==> src/rtl/ncpu32k_insn_buf.sv <==
// ncpu32k_insn_buf: in-order instruction fetch buffer between fetch/ITLB and decode.
// Holds 2^DEPTH_LOG2 entries {insn, pc, EITM, EIPF}. A pending interrupt is attached
// to the head entry. A flush empties the buffer but keeps any pending interrupt.
// Optional macro NCPU_IBUF_BYPASS_EN: an empty buffer forwards the incoming entry
// combinationally (zero-cycle latency). Without it, every entry passes through storage.
`ifndef NCPU_IW
`define NCPU_IW 32
`endif
`ifndef NCPU_AW
`define NCPU_AW 32
`endif

module ncpu32k_insn_buf #(
   parameter int DEPTH_LOG2 = 2
) (
   input  logic                clk,
   input  logic                rst,
   input  logic                flush,
   input  logic                ifu_valid,
   output logic                ifu_ready,
   input  logic [`NCPU_IW-1:0] ifu_insn,
   input  logic [`NCPU_AW-1:0] ifu_pc,
   input  logic                ifu_EITM,
   input  logic                ifu_EIPF,
   input  logic                irq_req,
   output logic                idu_valid,
   input  logic                idu_ready,
   output logic [`NCPU_IW-1:0] idu_insn,
   output logic [`NCPU_AW-1:0] idu_pc,
   output logic                idu_EITM,
   output logic                idu_EIPF,
   output logic                idu_EIRQ
);

   localparam int unsigned DEPTH = 1 << DEPTH_LOG2;
   localparam logic [DEPTH_LOG2:0]   CNT_FULL = (DEPTH_LOG2+1)'(DEPTH);
   localparam logic [DEPTH_LOG2:0]   CNT_ONE  = (DEPTH_LOG2+1)'(1);
   localparam logic [DEPTH_LOG2-1:0] PTR_ONE  = DEPTH_LOG2'(1);

   // Entry storage (no reset needed: contents are qualified by count)
   logic [`NCPU_IW-1:0] insn_q [DEPTH];
   logic [`NCPU_AW-1:0] pc_q   [DEPTH];
   logic                eitm_q [DEPTH];
   logic                eipf_q [DEPTH];

   logic [DEPTH_LOG2-1:0] wr_ptr_q, wr_ptr_d;
   logic [DEPTH_LOG2-1:0] rd_ptr_q, rd_ptr_d;
   logic [DEPTH_LOG2:0]   count_q, count_d;
   logic                  irq_pend_q, irq_pend_d;

   logic empty, full;
   logic bypass;
   logic push, pop;
   logic stor_push, stor_pop;

   assign empty = (count_q == '0);
   assign full  = (count_q == CNT_FULL);

`ifdef NCPU_IBUF_BYPASS_EN
   // Empty buffer: present the incoming fetch directly to the decoder
   assign bypass = empty & ifu_valid & ~flush & ~rst;
`else
   assign bypass = 1'b0;
`endif

   // A full buffer refuses new entries even when the head pops in the same cycle
   assign ifu_ready = ~rst & ~flush & ~full;
   // Held low during reset so no handshake can complete while rst is high
   assign idu_valid = (~empty | bypass) & ~flush & ~rst;
   assign idu_EIRQ  = irq_pend_q & idu_valid;

   assign push = ifu_valid & ifu_ready;
   assign pop  = idu_valid & idu_ready;

   // A bypassed entry that is consumed immediately never touches storage;
   // a bypassed entry that stalls is written like any other push.
   assign stor_push = push & ~(bypass & pop);
   assign stor_pop  = pop & ~bypass;

   // Head-of-queue data, forced to zero whenever nothing is presented
   always_comb begin
      idu_insn = '0;
      idu_pc   = '0;
      idu_EITM = 1'b0;
      idu_EIPF = 1'b0;
      if (bypass) begin
         idu_insn = ifu_insn;
         idu_pc   = ifu_pc;
         idu_EITM = ifu_EITM;
         idu_EIPF = ifu_EIPF;
      end else if (idu_valid) begin
         idu_insn = insn_q[rd_ptr_q];
         idu_pc   = pc_q[rd_ptr_q];
         idu_EITM = eitm_q[rd_ptr_q];
         idu_EIPF = eipf_q[rd_ptr_q];
      end
   end

   // Next-state for pointers, occupancy and the pending interrupt
   always_comb begin
      wr_ptr_d = wr_ptr_q;
      rd_ptr_d = rd_ptr_q;
      count_d  = count_q;
      if (stor_push) begin
         wr_ptr_d = wr_ptr_q + PTR_ONE;
      end
      if (stor_pop) begin
         rd_ptr_d = rd_ptr_q + PTR_ONE;
      end
      case ({stor_push, stor_pop})
         2'b10:   count_d = count_q + CNT_ONE;
         2'b01:   count_d = count_q - CNT_ONE;
         default: count_d = count_q;
      endcase
      // The interrupt leaves with exactly the entry that carried it
      irq_pend_d = (irq_pend_q | irq_req) & ~(pop & idu_EIRQ);
   end

   // Pointer/occupancy registers; flush empties the buffer like reset
   always_ff @(posedge clk) begin
      if (rst | flush) begin
         wr_ptr_q <= '0;
         rd_ptr_q <= '0;
         count_q  <= '0;
      end else begin
         wr_ptr_q <= wr_ptr_d;
         rd_ptr_q <= rd_ptr_d;
         count_q  <= count_d;
      end
   end

   // Pending interrupt survives flush; only reset or delivery clears it
   always_ff @(posedge clk) begin
      if (rst) begin
         irq_pend_q <= 1'b0;
      end else begin
         irq_pend_q <= irq_pend_d;
      end
   end

   // Entry write port
   always_ff @(posedge clk) begin
      if (stor_push) begin
         insn_q[wr_ptr_q] <= ifu_insn;
         pc_q[wr_ptr_q]   <= ifu_pc;
         eitm_q[wr_ptr_q] <= ifu_EITM;
         eipf_q[wr_ptr_q] <= ifu_EIPF;
      end
   end

endmodule

==> config.mk <==
export PLATFORM = sky130hd
export DESIGN_NAME = ncpu32k_insn_buf
export DESIGN_NICKNAME = d
export VERILOG_FILES = /design/src/rtl/ncpu32k_insn_buf.sv
export SDC_FILE = /design/constraint.sdc
export NUM_CORES = 1
export LEC_CHECK = 0
export CORE_ASPECT_RATIO = 0.5
export CORE_MARGIN = 3
export CORE_UTILIZATION = 50
export DETAILED_ROUTE_END_ITERATION = 8
export GPL_TIMING_DRIVEN = 0
export PLACE_DENSITY = 0.79
export SETUP_SLACK_MARGIN = 0.05
export SLEW_MARGIN = 0
export SYNTH_ARGS = -nofsm -noshare
export SYNTH_HDL_FRONTEND = slang
export SYNTH_SLANG_ARGS = --single-unit
==> constraint.sdc <==
create_clock -name clk -period 8.2 [get_ports clk]
set_input_delay 0.82 -clock clk [delete_from_list [all_inputs] [get_ports clk]]
set_output_delay 0.82 -clock clk [all_outputs]
set_load 0.005 [all_outputs]
==> results.sh <==
export IMPL_status="completed"
export IMPL_stdcell_area_um2=13200
export IMPL_ys_flop_type="edfxtp_1"
export IMPL_reg2reg_to="count_q[2]"
export IMPL_clockBufferDepth=3
export IMPL_place_hpwl_um=12900
export IMPL_r2r_start="count_q[2]"
export IMPL_synth_compound_area_share_pct=0.595
export IMPL_final_max_slew_viol_count=0
export IMPL_fin_setup_tns_ns=0
export IMPL_holdBufCountCts=0
export IMPL_final_cells=937
export IMPL_place_inst=894
export IMPL_grt_max_degree=52
export IMPL_ys_warn_count=0
export IMPL_grt_pass1_vias=5620
export IMPL_hp_class="flop to flop"
export IMPL_synth_top_family_by_area="multiplexers"
export IMPL_port_buffers=140
export IMPL_yosys_area_top_type="edfxtp_1"
export IMPL_dieArea_um2=22900
export IMPL_tightest_slew_ns=0.947
export IMPL_r2r_slack_ns=5.73
export IMPL_fin_skew_ns=0.0124
export IMPL_cts_buffers=24
export IMPL_rsz0062_at_grt="no"
export IMPL_grt_overflow=0
export IMPL_clock_latency_ns=0.51
export IMPL_cts_setup_buffers=0
export IMPL_path_class="input pin to output pin"
export IMPL_max_freq_ghz=0.242
export IMPL_multiInputGateArea_um2=2220
export IMPL_synth_area_um2=10500
export IMPL_num_io_pins=141
export IMPL_first_pass_iters=5
export IMPL_synth_simple_area_share_pct=5.09
export IMPL_ys_types=27
export IMPL_cp_required_ns=7.38
export IMPL_drcViolationCount=0
export IMPL_clock_sinks=274
export IMPL_critPathArrivalTime_ns=3.31
export IMPL_relSlewSlack_pct=36.6
export IMPL_synth_mux_area_share_pct=14.2
export IMPL_syn_avg_cell_area_um2=21.7
export IMPL_critPathCaptureType="output pin"
export IMPL_synth_area_leaders="edfxtp_1 75%, mux4_2 14%, and3_1 4.2%"
export IMPL_path_delay_family="buffers and inverters"
export IMPL_cts_tree="built"
export IMPL_p_per_area_nw_per_um2=211
export IMPL_period_needed_ns=4.13
export IMPL_slowest_stage="nor2_1"
export IMPL_hold_depth=1
export IMPL_synth_adder_area_share_pct=0.786
export IMPL_finalNetCount=732
export IMPL_core_um2=20000
export IMPL_antenna_left=0
export IMPL_synth_xor_area_share_pct=0.250
export IMPL_async_reset_ff_share_pct=0
export IMPL_synth_nets=562
export IMPL_grt_first_pass_wirelength_um=32200
export IMPL_peakVddDrop_mv=0.117
export IMPL_htreeDepth=1
export IMPL_cts_root_buf="clkbuf_16"
export IMPL_area_delta_synth_final_pct=25.1
export IMPL_slowest_delay_ns=0.74
export IMPL_place_area_um2=12400
export IMPL_hp_start="rd_ptr_q[0]"
export IMPL_via_per_inst=5.55
export IMPL_start_kind="input pin"
export IMPL_synth_edf_count=264
export IMPL_seq_area_um2=8130
export IMPL_die_h_um=109
export IMPL_routedWlPerCell_um=22.2
export IMPL_yosysSeqAreaShare_pct=77.3
export IMPL_crit_path_max_fanout=10
export IMPL_finalSetupViolCount=0
export IMPL_rows=36
export IMPL_synth_top_area_share_pct=75.4
export IMPL_path_clk_slew_ns=0.07
export IMPL_drt_total_wl_um=20800
export IMPL_period_share_pct=50.4
export IMPL_path_cells="clkdlybuf4s50_1 -> nor2_1 -> clkbuf_1 -> and3_1 -> clkdlybuf4s50_1"
export IMPL_die_x_um=211
export IMPL_start_util_pct=52.4
export IMPL_hold_violations=0
export IMPL_drive_above_1_share_pct=17.9
export IMPL_grt_antenna_before_repair=0
export IMPL_syn_inst=484
export IMPL_nFillCells=1314
export IMPL_ctsResizeCount=0
export IMPL_globalRouteTotalUtil_pct=18.5
export IMPL_vias=5205
export IMPL_synth_most_common_cell="edfxtp_1"
export IMPL_n_antenna_cell=0
export IMPL_path_buf_inv=3
export IMPL_gp_congestion=0.721
export IMPL_synth_common_cells="264 x edfxtp_1, 71 x and3_1, 66 x mux4_2"
export IMPL_drv_cap=0
export IMPL_r2r_cells=9
export IMPL_p_leak_nw=4.35
export IMPL_drtIter0Drc=361
export IMPL_ys_ff_latch=274
export IMPL_finalPower_mw=2.77
export IMPL_cpMostUsedCell="clkdlybuf4s50_1"
[worst register-to-register path, delay by kind of cell, from the launching register on]
kind / cells / cell delay, ns
AO/OA/AOI/OAI: 1 / 0.17
XOR/XNOR: 1 / 0.16
adder cells (fa/ha/maj): 2 / 0.56
buffers and inverters: 2 / 0.13
flip-flops: 1 / 0.39
AND/OR/NAND/NOR: 3 / 1.00
[flip-flops by register name, indices dropped and copies added (netlist names), named ones only]
| register | flops |
|---|---|
| irq_pend_q | 1 |
| wr_ptr_q | 2 |
| pc_q | 128 |
| eipf_q | 4 |
| eitm_q | 4 |
| rd_ptr_q | 2 |
| insn_q | 128 |
| count_q | 3 |
[layout by cell type, fill, tap and decap left out, types with 4 or more instances in the layout]
cell | netlist | layout
dfxtp_1 | 10 | 10
and3_1 | 71 | 67
buf_2 | 7 | 7
nor2_1 | 7 | 7
clkinv_2 | 0 | 5
ha_1 | 5 | 5
and3_4 | 0 | 4
buf_6 | 5 | 5
clkbuf_1 | 16 | 21
buf_16 | 0 | 4
edfxtp_1 | 264 | 264
mux4_2 | 66 | 66
clkinv_1 | 0 | 4
clkbuf_16 | 0 | 24
inv_1 | 8 | 8
clkdlybuf4s50_1 | 0 | 140
[final cells by class]
| type | instances | area share [%] |
|---|---|---|
| repair buffers | 144 | 11.5 |
| clock inverters | 14 | 1.20 |
| flip-flops and latches | 274 | 61.8 |
| clock buffers | 29 | 4.71 |
| well taps | 266 | 2.53 |
| multi-input cells | 174 | 16.9 |
| plain buffers | 28 | 1.15 |
| inverters | 8 | 0.228 |
[where the power goes]
group	leakage, nW	internal, mW	total (mW)	switching, mW
clock	0.383	0.637	1.12	0.487
sequential	2.47	1.55	1.55	0.00417
combinational	1.51	0.0500	0.0940	0.0440
total	4.35	2.24	2.77	0.535
[how the worst max path moves through the flow]
stage           from           end  slack (ns)  cells past startpoint
6_report         rst    idu_pc[31]        4.07                      5
3_5_place_dp     rst     idu_pc[1]        4.10                      5
4_1_cts          rst    idu_pc[31]        4.10                      5
5_1_grt        flush     idu_pc[0]        4.02                      5
2_1_floorplan  flush     eipf_q[0]        4.93                      2
3_3_place_gp     rst  insn_q[0][5]        3.21                      3
[metal layers]
| metal | vias up | global-route usage (%) | routed length [um] |
|---|---|---|---|
| met5 | - | 0 | 0 |
| met4 | 0 | 3.77 | 342 |
| met3 | 29 | 3.01 | 920 |
| met2 | 120 | 32.6 | 10700 |
| met1 | 2704 | 25.0 | 8810 |
| li1 | 2352 | - | - |
[stage by stage]
step	hold WS (ns)	worst slack, ns	util [%]
after floorplan	0.440	4.93	-
after global placement	0.475	3.21	61.1
after detailed placement	0.499	4.10	61.7
after CTS	0.514	4.10	65.6
after global routing	0.532	4.02	65.6
final	0.513	4.07	65.6
[kinds of logic after synthesis]
family | count (synthesis)
AO/OA/AOI/OAI | 9
XOR/XNOR | 3
adder cells (fa/ha/maj) | 6
buffers and inverters | 36
flip-flops | 274
multiplexers | 67
AND/OR/NAND/NOR | 89
(Power assumes the default switching activity.)
